[src/rtl/muldiv_pkg.sv]
// Shared processor types: word width, ALU/MDU opcode enums and MDU FSM states.
package muldiv_pkg;

   localparam int WORD_W = 8;

   typedef logic [WORD_W-1:0] word_t;

   typedef enum logic [2:0] {
      ALU_ADD = 3'd0,
      ALU_SUB = 3'd1,
      ALU_AND = 3'd2,
      ALU_OR  = 3'd3,
      ALU_XOR = 3'd4,
      ALU_SLT = 3'd5,
      ALU_SLL = 3'd6,
      ALU_SRL = 3'd7
   } e_alu_op;

   typedef enum logic {
      MDU_MUL = 1'b0,
      MDU_DIV = 1'b1
   } e_mdu_op;

   typedef enum logic [1:0] {
      S_IDLE = 2'd0,
      S_CALC = 2'd1,
      S_DONE = 2'd2
   } e_mdu_state;

endpackage

[src/rtl/muldiv.sv]
// Iterative unsigned multiply/divide unit: one bit per cycle, shift-add multiply
// and restoring divide sharing a single 2*WIDTH+1-bit accumulator.
module muldiv
   import muldiv_pkg::*;
#(
   parameter int WIDTH = WORD_W
) (
   input  logic             clk,
   input  logic             rst_n,
   input  logic             start,
   input  e_mdu_op          op,
   input  logic [WIDTH-1:0] srcA,
   input  logic [WIDTH-1:0] srcB,
   output logic             ready,
   output logic             done,
   output logic [WIDTH-1:0] result_lo,
   output logic [WIDTH-1:0] result_hi,
   output logic             zero,
   output logic             div_zero
);

   localparam int CNT_W = $clog2(WIDTH + 1);

   e_mdu_state       r_state;
   e_mdu_op          r_op;
   logic [WIDTH-1:0] r_b;
   logic [2*WIDTH:0] r_acc;
   logic [CNT_W-1:0] r_cnt;
   logic             r_ready;
   logic             r_done;
   logic [WIDTH-1:0] r_lo;
   logic [WIDTH-1:0] r_hi;
   logic             r_zero;
   logic             r_dz;

   logic [WIDTH:0]   w_mul_sum;
   logic [2*WIDTH:0] w_mul_next;
   logic [2*WIDTH:0] w_shl;
   logic [WIDTH:0]   w_trial;
   logic [2*WIDTH:0] w_div_next;
   logic [2*WIDTH:0] w_acc_next;

   // Multiply: acc = {carry+high, multiplier}; add multiplicand on LSB, shift right.
   // Divide:   acc = {rem (WIDTH+1), quot}; shift left, trial-subtract divisor.
   always_comb begin
      w_mul_sum  = r_acc[2*WIDTH:WIDTH] + {1'b0, r_b};
      w_mul_next = r_acc[0] ? ({w_mul_sum, r_acc[WIDTH-1:0]} >> 1) : (r_acc >> 1);
      w_shl      = {r_acc[2*WIDTH-1:0], 1'b0};
      w_trial    = w_shl[2*WIDTH:WIDTH] - {1'b0, r_b};
      w_div_next = w_trial[WIDTH] ? w_shl : {w_trial, w_shl[WIDTH-1:1], 1'b1};
      w_acc_next = (r_op == MDU_MUL) ? w_mul_next : w_div_next;
   end

   always_ff @(posedge clk or negedge rst_n) begin
      if (!rst_n) begin
         r_state <= S_IDLE;
         r_op    <= MDU_MUL;
         r_b     <= '0;
         r_acc   <= '0;
         r_cnt   <= '0;
         r_ready <= 1'b1;
         r_done  <= 1'b0;
         r_lo    <= '0;
         r_hi    <= '0;
         r_zero  <= 1'b1;
         r_dz    <= 1'b0;
      end else begin
         case (r_state)
            S_IDLE: begin
               r_done <= 1'b0;
               if (start) begin
                  r_op    <= op;
                  r_b     <= srcB;
                  r_acc   <= {{(WIDTH+1){1'b0}}, srcA};
                  r_cnt   <= CNT_W'(WIDTH);
                  r_ready <= 1'b0;
                  if (op == MDU_DIV && srcB == '0) begin
                     r_lo    <= '1;
                     r_hi    <= srcA;
                     r_zero  <= 1'b0;
                     r_dz    <= 1'b1;
                     r_done  <= 1'b1;
                     r_state <= S_DONE;
                  end else begin
                     r_dz    <= 1'b0;
                     r_state <= S_CALC;
                  end
               end
            end
            S_CALC: begin
               r_acc <= w_acc_next;
               r_cnt <= r_cnt - CNT_W'(1);
               // Last iteration: the remainder always fits in WIDTH bits, so both
               // operations take their result from the same slice.
               if (r_cnt == CNT_W'(1)) begin
                  r_lo    <= w_acc_next[WIDTH-1:0];
                  r_hi    <= w_acc_next[2*WIDTH-1:WIDTH];
                  r_zero  <= ~|w_acc_next[2*WIDTH-1:0];
                  r_done  <= 1'b1;
                  r_state <= S_DONE;
               end
            end
            S_DONE: begin
               r_done  <= 1'b0;
               r_ready <= 1'b1;
               r_state <= S_IDLE;
            end
            default: begin
               r_done  <= 1'b0;
               r_ready <= 1'b1;
               r_state <= S_IDLE;
            end
         endcase
      end
   end

   assign ready     = r_ready;
   assign done      = r_done;
   assign result_lo = r_lo;
   assign result_hi = r_hi;
   assign zero      = r_zero;
   assign div_zero  = r_dz;

endmodule
[config.mk]
export PLATFORM = sky130hd
export DESIGN_NAME = muldiv
export DESIGN_NICKNAME = d
export VERILOG_FILES = /design/src/rtl/muldiv_pkg.sv /design/src/rtl/muldiv.sv
export SDC_FILE = /design/constraint.sdc
export NUM_CORES = 1
export LEC_CHECK = 0
export CAP_MARGIN = 10
export CORE_UTILIZATION = 50
export CTS_BUF_LIST = sky130_fd_sc_hd__clkbuf_8 sky130_fd_sc_hd__clkbuf_16
export CTS_CLUSTER_DIAMETER = 150
export DETAILED_ROUTE_END_ITERATION = 8
export PLACE_DENSITY = 0.73
export SETUP_SLACK_MARGIN = 0.2
export SLEW_MARGIN = 20
export SYNTH_ARGS = -nofsm -noshare
export SYNTH_HDL_FRONTEND = slang
export SYNTH_SLANG_ARGS = --single-unit
[constraint.sdc]
create_clock -name clk -period 3.7 [get_ports clk]
set_input_delay 0.74 -clock clk [delete_from_list [all_inputs] [get_ports clk]]
set_output_delay 0.74 -clock clk [all_outputs]
set_load 0.02 [all_outputs]
Word level (Yosys, flattened, before mapping)
Index checks and enable logic that the tools add are counted.
{"block": "word_totals", "word_cells": 60, "input_bits": 20, "output_inout_bits": 20, "regBits": 52}
{"block": "classes", "add_sub_neg": 3, "n_eq_ne": 5, "bitwise_logic": 1, "muxes": 29, "reduce_logical": 11}
{"operator": "2-to-1 mux 17 bit", "n": 3}
{"operator": "2-to-1 mux 8 bit", "n": 6}
{"operator": "one-hot mux 17 bit (2 select lines)", "n": 1}
{"operator": "one-hot mux 8 bit (2 select lines)", "n": 2}
{"operator": "2-to-1 mux 16 bit", "n": 1}
{"operator": "OR reduction 16 bit", "n": 1}
{"operator": "adder 9 x 8 -> 9 bit", "n": 1}
{"operator": "subtractor 9 x 8 -> 9 bit", "n": 1}
{"operator": "zero test 8 bit", "n": 1}
{"operator": "one-hot mux 4 bit (2 select lines)", "n": 1}
{"operator": "AND reduction 2 bit", "n": 4}
{"operator": "2-to-1 mux 1 bit", "n": 7}
{"operator": "2-to-1 mux 2 bit", "n": 3}
{"operator": "!= test 2 bit (second input constant)", "n": 3}
{"operator": "one-hot mux 1 bit (2 select lines)", "n": 3}
{"operator": "== test 4 x 1 -> 1 bit (second input constant)", "n": 1}
{"operator": "2-to-1 mux 4 bit", "n": 1}
{"operator": "one-hot mux 2 bit (2 select lines)", "n": 1}
{"operator": "AND reduction 4 bit", "n": 1}
{"operator": "subtractor 4 x 1 -> 4 bit (second input constant)", "n": 1}
{"operator": "== test 2 x 1 -> 1 bit (second input constant)", "n": 1}
{"operator": "zero test 2 bit", "n": 1}
{"operator": "nonzero test 2 bit", "n": 1}
{"operator": "logical AND 1 bit", "n": 1}
{"operator": "2 further kinds", "n": 2}

Logic depth before layout (Yosys ltp)
Gate-level depths: netlist (run 1).
{"block": "depth", "depth_word": 7, "depth_mapped": 18, "depth_no_buf": 18}

Worst setup path before layout (run 1)
OpenSTA, ideal clock, no wires.
{"block": "synth_timing", "kind": "reg-to-reg", "startpoint": "reg r_acc[7]", "endpoint": "reg r_hi[6], in the netlist result_hi[6]", "slack_ns": 0.361, "n_path_buf": 0, "setup_time_ns": 0.065, "t_required_ns": 3.635, "t_arrival_ns": 3.274, "synth_period_minus_slack_ns": 3.339, "path_stages_with_launch": 18, "cell_sequence": "dfrtp_1 > inv_1 > ha_1 > inv_1 > fa_1 > a211oi_2 > o21bai_1 > and2_1 > o21a_1 > o21ai_0 > nand2b_1 > ha_1 > inv_1 > a2111oi_2 > a311oi_1 > a211o_1 > o211ai_2 > o21a_1"}
{"block": "synth_via", "elab_chain_cells": 5}
{"element": "start: declaration", "line": "muldiv.sv:27", "text": "logic [2*WIDTH:0] r_acc;"}
{"element": "start signal: assignment", "line": "muldiv.sv:74", "text": "r_acc <= {{(WIDTH+1){1'b0}}, srcA};"}
{"element": "start signal: assignment", "line": "muldiv.sv:91", "text": "r_acc <= w_acc_next;"}
{"element": "subtractor 9 x 8 -> 9 bit", "line": "muldiv.sv:49", "text": "w_trial = w_shl[2*WIDTH:WIDTH] - {1'b0, r_b};"}
{"element": "2-to-1 mux 17 bit", "line": "muldiv.sv:50", "text": "w_div_next = w_trial[WIDTH] ? w_shl : {w_trial, w_shl[WIDTH-1:1], 1'b1};"}
{"element": "2-to-1 mux 17 bit", "line": "muldiv.sv:51", "text": "w_acc_next = (r_op == MDU_MUL) ? w_mul_next : w_div_next;"}
{"element": "2-to-1 mux 8 bit", "line": "muldiv.sv:95", "text": "if (r_cnt == CNT_W'(1)) begin"}
{"element": "one-hot mux 8 bit (2 select lines)", "line": "muldiv.sv:68", "text": "case (r_state)"}
{"element": "end signal: assignment", "line": "muldiv.sv:79", "text": "r_hi <= srcA;"}
{"element": "end signal: assignment", "line": "muldiv.sv:97", "text": "r_hi <= w_acc_next[2*WIDTH-1:WIDTH];"}
{"element": "end: declaration", "line": "muldiv.sv:32", "text": "logic [WIDTH-1:0] r_hi;"}
No other way between the ends. The select of a mux whose other input is x is not followed.
A chain may end at the register's enable or synchronous reset.

Worst setup path in the final report (run 1)
{"block": "layout_timing", "startpoint": "reg r_acc[7]", "endpoint": "reg r_zero, in the netlist zero"}
{"block": "layout_via", "elab_chain_cells": 7, "elab_cells_between_ends": 8, "classes_between": "1 x add/sub; 5 x mux; 2 x reduce/logical"}
{"element": "subtractor 9 x 8 -> 9 bit", "line": "muldiv.sv:49"}
{"element": "2-to-1 mux 17 bit", "line": "muldiv.sv:50"}
{"element": "2-to-1 mux 17 bit *", "line": "muldiv.sv:51"}
{"element": "OR reduction 16 bit *", "line": "muldiv.sv:98", "text": "r_zero <= ~|w_acc_next[2*WIDTH-1:0];"}
{"element": "zero test 1 bit *", "line": "muldiv.sv:98"}
{"element": "2-to-1 mux 1 bit *", "line": "muldiv.sv:95"}
{"element": "one-hot mux 1 bit (2 select lines) *", "line": "muldiv.sv:68"}
{"element": "end signal: assignment", "line": "muldiv.sv:98"}
{"element": "end: declaration", "line": "muldiv.sv:33", "text": "logic r_zero;"}
Every way passes the cells marked *; elsewhere a longest branch is shown, timed or not. The select of a mux whose other input is x is not followed.

==> results.md, run 1 <==
Cells and area:
- The fraction of layout cells with a size suffix above 1 is 14.65%.
- The number of antenna diodes in the final layout is 0.
- In the layout the commonest cells are 49 x dfrtp_1, 48 x nand2_1, 38 x clkdlybuf4s50_1.
- The post-route cell area is 4065 µm².
- Compared with the post-synthesis result, the final layout area differs by 24.48%.
- The most common cell after layout, fill and taps aside is dfrtp_1.
- The final net count is 470.

Synth:
- The average instance in the mapped netlist occupies 8.616 µm².
- The most used flip-flop cell after synthesis is dfrtp_1.
- Yosys mapped a number of flops with a built-in enable equal to 0.
- The number of standard cells after synthesis is 379.
- The Yosys step of the flow raised 0 warnings.
- For this run, asynchronously set or reset flops after synthesis account for 100.0%.
- Yosys mapped the design onto 57 distinct sky130hd cell types.
- The synthesized design contains 52 register bits.
- When the netlist entered floorplanning its net count stood at 420.
- In this run the cell area of the synthesized design comes to 3266 µm².
- The sequential element share of the synthesized area is 39.92%.

Hold path:
- The class of the tightest hold or removal check is input pin to asynchronous set/reset pin.

STA:
- After layout, the worst setup slack is 162.9 ps.
- Clock skew on the completed layout was measured at 8.765 ps.
- The hold violation total from the final report was 0.
- The smallest clock period supported by the final layout is computed as 3537 ps.
- The slew at the pin closest to its max-slew limit is 804.9 ps.
- Setup repair after global routing could not meet its margin everywhere.
- The period utilization is 95.60%.
- The number of slew-limit violations in the final report was 0.
- The highest attainable clock frequency is 282.7 MHz.
- The count of endpoints failing setup in the final report is 0.
- The worst pin sits at a relative slew slack of 46.34%.

Drt:
- The count of nets left with antenna violations once routing finished came out at 0.
- For this block, the initial DRC count from the detailed router was 236.
- In the routed design, unresolved DRC markers number 0.
- In the final routed layout, each cell accounts on average for 16.92 µm.
- The number of detailed-route iterations in the first pass is 5.
- Summing over every cut layer, the via total after detailed routing is 3063.
- The total wire length after detailed routing is 8.579 mm.
- The via density per instance is 6.041.

CTS:
- The clock tree synthesis step divided the H-tree into 2 levels.
- For this design, the sink count on the clock tree is 52.
- CTS placed an instance of clkbuf_8 at the clock tree root.
- TritonCTS built the clock tree.
- For the worst-skew pair, the clock arrives at the later sink with an insertion delay of 310 ps.
- The number of clock buffers added by TritonCTS is 5.
- The clock input transition at the sequential cells of the worst setup and hold paths is 100 ps.
- The maximum number of buffers from clock root to sink is 2.

Critical path:
- Data arrives at the worst endpoint at 3780 ps.
- The critical path launch point type is a flip-flop.
- The element type at the critical path end is a flip-flop.
- The worst setup path is of the flip-flop to flip-flop kind.
- Data on the critical path is required at its endpoint by 3940 ps.
- The top fanout value on the critical path is 5.

Global routing:
- Entering global routing, the biggest net connects 38 pins.
- Global routing consumed, over all layers together, 25.20% of the routing resources.
- The via count of the first global-routing pass is 2787.
- The first global-routing pass estimated 14.01 mm of wire.
- The total overflow left after global routing is 0.
- The number of antenna violations at the first check in global routing is 0.

Place:
- The cell area after placement is 3766 µm².
- The wire-length estimate of the detail-placed layout is 6.333 mm.
- The final weighted congestion in routability-driven placement is 0.9286.
- The number of buffers inserted by port buffering is 39.
- OpenSTA, run right after detailed placement, puts the worst setup slack at -87.73 ps.

Floorplan:
- The core region is 6314 µm².
- The initial cell density of the core is 51.72%.
- The die is 82.82 µm wide.
- 40 I/O pins were placed.
- The floorplan die height is 82.82 µm.
- The die covers 6858 µm².
- The floorplan has 29 rows.

Status:
- The run finished with clean final reports.

Run:
- The count of maximum capacitance violations is 0.
-- metrics by stage --
stage	cells	hold WS [ps]	utilization [%]	setup TNS [ps]
after floorplan	379	444.4	-	0
after global placement	489	471.3	59.65	0
after detailed placement	489	476.0	59.65	-106.6
after CTS	499	498.9	61.73	0
after global routing	507	531.2	64.39	-23.40
final	507	496.2	64.39	0
-- synth_stat cells, types with 2 or more instances --
library cell / n / area, µm²
o2111a_1: 2 / 22.52
xnor2_1: 3 / 26.28
o22ai_1: 10 / 62.56
dfstp_2: 2 / 52.55
nor3_1: 6 / 30.03
xor2_1: 3 / 26.28
a31oi_1: 7 / 43.79
a311oi_1: 2 / 17.52
fa_1: 2 / 40.04
a21oi_1: 26 / 130.1
nand2b_1: 8 / 50.05
nand4_1: 2 / 12.51
clkbuf_1: 9 / 33.78
nor4_1: 4 / 25.02
or3_1: 3 / 18.77
o21a_1: 6 / 45.04
nor2b_1: 4 / 25.02
buf_2: 8 / 40.04
mux2_2: 2 / 22.52
mux2i_1: 8 / 80.08
o211ai_1: 3 / 22.52
a21o_1: 5 / 37.54
dfrtp_1: 50 / 1251
a211oi_1: 6 / 45.04
o21ai_0: 37 / 185.2
ha_1: 19 / 237.7
inv_1: 21 / 78.83
nor2_1: 36 / 135.1
nand2_1: 48 / 180.2
and3_1: 3 / 18.77
nand3_1: 8 / 40.04
-- flip-flops by register name, indices dropped and copies added (netlist names), 2 cells and up --
| name | flops |
|---|---|
| result_lo | 8 |
| r_state | 2 |
| r_acc | 17 |
| r_cnt | 4 |
| result_hi | 8 |
| r_b | 8 |
-- per-layer routing --
layer	track usage [%]	up-vias	share of wire, %
met5	0	-	0
met4	7.367	0	2.0
met3	3.479	22	5.0
met2	39.05	126	47
met1	36.95	1457	46
li1	-	1458	-
-- path summary, 6_finish.rpt --
check | slack [ps] | endpoint | from | cells past startpoint
max | 160 | zero | r_acc[7] | 18
min | 500 | result_lo[4] | rst_n | 1
max reg2reg | 160 | zero | r_acc[7] | 18
min reg2reg | 500 | result_hi[7] | result_hi[7] | 1
max in group asynchronous | 2410 | zero | rst_n | 2
min in group clk | 500 | result_hi[7] | result_hi[7] | 1
-- critical path, stage by stage, from the launching register on --
cell and delay, ps:
dfrtp_1 400, inv_2 80, ha_4 130, inv_2 30, fa_2 370, a211oi_2 240
o21bai_1 150, and2_4 190, o21a_1 170, o21ai_1 160, nand2b_1 120, ha_4 340
inv_6 60, mux2i_2 150, a21oi_2 160, nand4_1 100, nor4bb_1 320, nand4_1 140
o22ai_1 150
-- layout make-up --
class	instances	area [µm²]
fill	551	2248
multi-input combinational	286	1906
sequential	52	1305
timing repair buffer	61	570.5
tap	77	96.34
inverter	23	91.34
clock buffer	6	82.58
clock inverter	2	13.76
-- what timing repair did --
| action | in CTS | in global routing |
|---|---|---|
| pin swaps | 5 | 19 |
| setup buffers | 2 | 8 |
| resized for setup | 6 | 25 |
| setup endpoints to repair | 10 | 11 |
| hold buffers | 0 | 0 |
-- cells by family (layout without fill, tap and decap cells) --
kind of cell / count (synthesis) / count (layout) / synth area share, %
muxes: 11 / 11 / 3.487
xor gates and xnor gates: 6 / 6 / 1.609
adders and majority gates: 21 / 21 / 8.506
and+or+nand+nor: 127 / 127 / 17.70
AOI/OAI and AO/OA: 121 / 121 / 23.75
DFF: 52 / 52 / 39.92
buffers and inverters: 41 / 92 / 5.019
Power of run 1 is left out: the tool's default activity adds up to more than one toggle a clock period on the data nets, which glitch-free logic cannot reach.
==> inputs of run 2 (changes only) <==
--- a/config.mk
+++ b/config.mk
@@ -10,7 +10,7 @@
 export CTS_BUF_LIST = sky130_fd_sc_hd__clkbuf_8 sky130_fd_sc_hd__clkbuf_16
 export CTS_CLUSTER_DIAMETER = 150
 export DETAILED_ROUTE_END_ITERATION = 8
-export PLACE_DENSITY = 0.73
+export PLACE_DENSITY = 0.76
 export SETUP_SLACK_MARGIN = 0.2
 export SLEW_MARGIN = 20
 export SYNTH_ARGS = -nofsm -noshare
==> constraint.sdc (replaced) <==
create_clock -name clk -period 3.05 [get_ports clk]
set_input_delay 0.61 -clock clk [delete_from_list [all_inputs] [get_ports clk]]
set_output_delay 0.61 -clock clk [all_outputs]
set_load 0.02 [all_outputs]
==> run 2 against run 1 <==
  * The flow now finishes with violations (setup timing)
  * Setup slack worse by 620 ps
  * Routed wire length up 13%
  * Critical path type unchanged
  * First-iteration DRC count down 8.5%
  * Largest cell class unchanged
  * Highest routed layer unchanged
==> results.md, run 2 (synthesis gave the netlist of run 1 again) <==
Critical path:
- The setup slack on the worst flop-to-flop path is -450 ps.
- The launching point of the worst reg2reg path is r_acc[7].
- At the worst endpoint, the arrival time is 3710 ps.
- The capture point of the worst path is result_hi[7].
- In this run the worst path has a maximum fanout of 4.
- For the worst setup path, the data required time is 3260 ps.
- The critical path launch point type is a flip-flop.
- Tracing the worst setup path back leads to its startpoint at r_acc[7].
- The worst reg-to-reg path cell count is 19.
- The type of the setup path with the least slack is flip-flop to flip-flop.
- The endpoint identified for the worst register-to-register timing path is result_hi[7].
- STA classifies the critical path endpoint as a flip-flop.

CTS:
- The latest clock arrival within the worst-skew pair is 320 ps.
- In this run the deepest clock path goes through 2 buffers.
- The clock input transition at the sequential cells of the worst setup and hold paths is 110 ps.
- The TritonCTS buffer count is 5.
- TritonCTS built the clock tree.
- The total number of clock tree sinks is 52.
- CTS placed an instance of clkbuf_8 at the clock tree root.
- In this run the number of H-tree levels came out at 2.

Place:
- In this run the cell area measured after placement is 3974 µm².
- After detailed placement, the design holds a cell count of 511.
- The final weighted congestion in routability-driven placement is 0.9444.
- The placed wire-length estimate is 6.740 mm.
- Input and output buffers added on the ports amount to 39.

STA:
- The final critical path time including I/O delays and setup is 3505 ps.
- Of the available clock period, the critical path in the final layout requires 114.9%.
- Once routing completed, OpenROAD measured the worst setup slack at -454.7 ps.
- For the pin with the worst max-slew slack, the measured transition is 748.3 ps.
- The highest attainable clock frequency is 285.3 MHz.
- Setup repair after global routing could not meet its margin everywhere.
- The worst slew margin relative to its limit is 49.65%.
- The hold violation total from the final report was 0.
- The number of slew-limit violations in the final report is 0.
- The count of endpoints failing setup in the final report is 15.
- Across the routed clock network, the largest skew measured is 11.36 ps.

Drt:
- Wires add up to 9.729 mm.
- The detailed-route via count is 3206.
- The via density per instance is 6.026.
- The first detailed-routing pass took 8 iterations.
- The post-detailed-route wirelength per cell is 18.29 µm.
- In this run, the number of DRC markers left after iteration 0 of detailed routing was 216.
- The final antenna-violating net count is 0.
- In the routed design, unresolved DRC markers number 0.

Hold path:
- The min-delay analysis places its worst path in the category input pin to asynchronous set/reset pin.

Cells and area:
- The post-route cell area is 4343 µm².
- The flip-flop count of the largest register, all copies and words added is 17.
- The top register by number of flip-flops is r_acc.
- The antenna diode instance count is 0.
- The most common cell after layout, fill and taps aside is dfrtp_1.
- From synthesis to final layout, the design area changed by 32.99%.
- Leaving out fill and tap cells, the most frequent cells in the layout are 50 x dfrtp_1, 47 x nand2_1, 38 x clkdlybuf4s50_1.
- The fraction of layout cells with a size suffix above 1 is 20.88%.
- At the end of the flow, the number of nets in the layout was 495.
- Once layout is complete, the cells apart from fillers number 532.

Status:
- The final reports fail on setup timing.
- The flow ran to the end, but the final reports show violations.

Run:
- The count of maximum capacitance violations is 0.

Global routing:
- The via count of the first global-routing pass is 3127.
- Entering global routing, the biggest net connects 32 pins.
- The first global-routing pass estimated 15.17 mm of wire.
- For met3 alone, demand over resource in global routing was 2.982%.
- The total overflow left after global routing is 0.
- met2 is the most crowded layer.
- The total global routing track utilization is 27.81%.
- Global routing used 36.58% of the available met1 tracks.
- The fraction of met2 tracks used by global routing is 47.54%.
- The number of antenna violations at the first check in global routing came to 0.

Floorplan:
- The initial utilization of the core area, before any placement, comes to 51.72%.
- The boundary pin count is 40.
- The core area is 6314 µm².
- The area enclosed by the die boundary is 6858 µm².
- The floorplan die height is 82.82 µm.
- The number of rows in the core area is 29.
- The floorplan step set the die width to 82.82 µm.
-- run 2: layer usage --
metal	vias to the layer above	wire length [µm]	part of all wire, %
met5	-	0	0
met1	1545	4016	41
met3	25	493	5.1
met2	124	4956	51
met4	0	262	2.7
li1	1512	-	-
-- run 2: layout make-up --
| class | count | area (µm²) |
|---|---|---|
| multi-input combinational | 286 | 1963 |
| clock inverter | 3 | 46.29 |
| tap | 77 | 96.34 |
| sequential | 52 | 1304 |
| fill | 515 | 1971 |
| inverter | 23 | 88.84 |
| clock buffer | 5 | 68.82 |
| timing repair buffer | 86 | 775.7 |
-- run 2: worst min path at each step --
stage | slack, ps | startpoint | end
after detailed placement | 480 | ready | ready
after CTS | 340 | rst_n | result_lo[6]
after floorplan | 310 | rst_n | div_zero
after global placement | 470 | div_zero | div_zero
final | 320 | rst_n | r_acc[16]
after global routing | 370 | rst_n | r_acc[16]
-- run 2: what timing repair did --
item / in CTS / in global routing
hold buffers: 0 / 0
gates resized for setup: 11 / 24
endpoints found under the setup margin: 19 / 19
pin swaps: 17 / 13
buffers inserted: 9 / 4
-- run 2: worst max-delay path: stages, from the launching register on --
cell      delay [ps]
dfrtp_1          410
inv_2             80
ha_4             130
inv_2             30
fa_2             360
a211oi_4         240
o21bai_1         150
and2_1           200
o21a_1           190
o21ai_1          110
nand2b_1         100
ha_4             320
buf_4            120
buf_6             90
buf_6            100
nand2b_1          50
mux2i_1          130
o2111a_1         270
a21oi_2           70
mux2_4           250
-- run 2: metrics by stage --
step | hold WS, ps | setup slack (ps) | utilization (%) | setup TNS, ps
2_1_floorplan | 314.4 | -65.78 | - | -166.5
3_3_place_gp | 472.1 | -304.2 | 62.94 | -1898
3_5_place_dp | 476.9 | -336.7 | 62.94 | -2679
4_1_cts | 343.7 | -227.1 | 66.57 | -1124
5_1_grt | 374.0 | -594.5 | 68.79 | -5805
6_report | 324.0 | -454.7 | 68.79 | -4090
Power of run 2 is left out for the same reason.
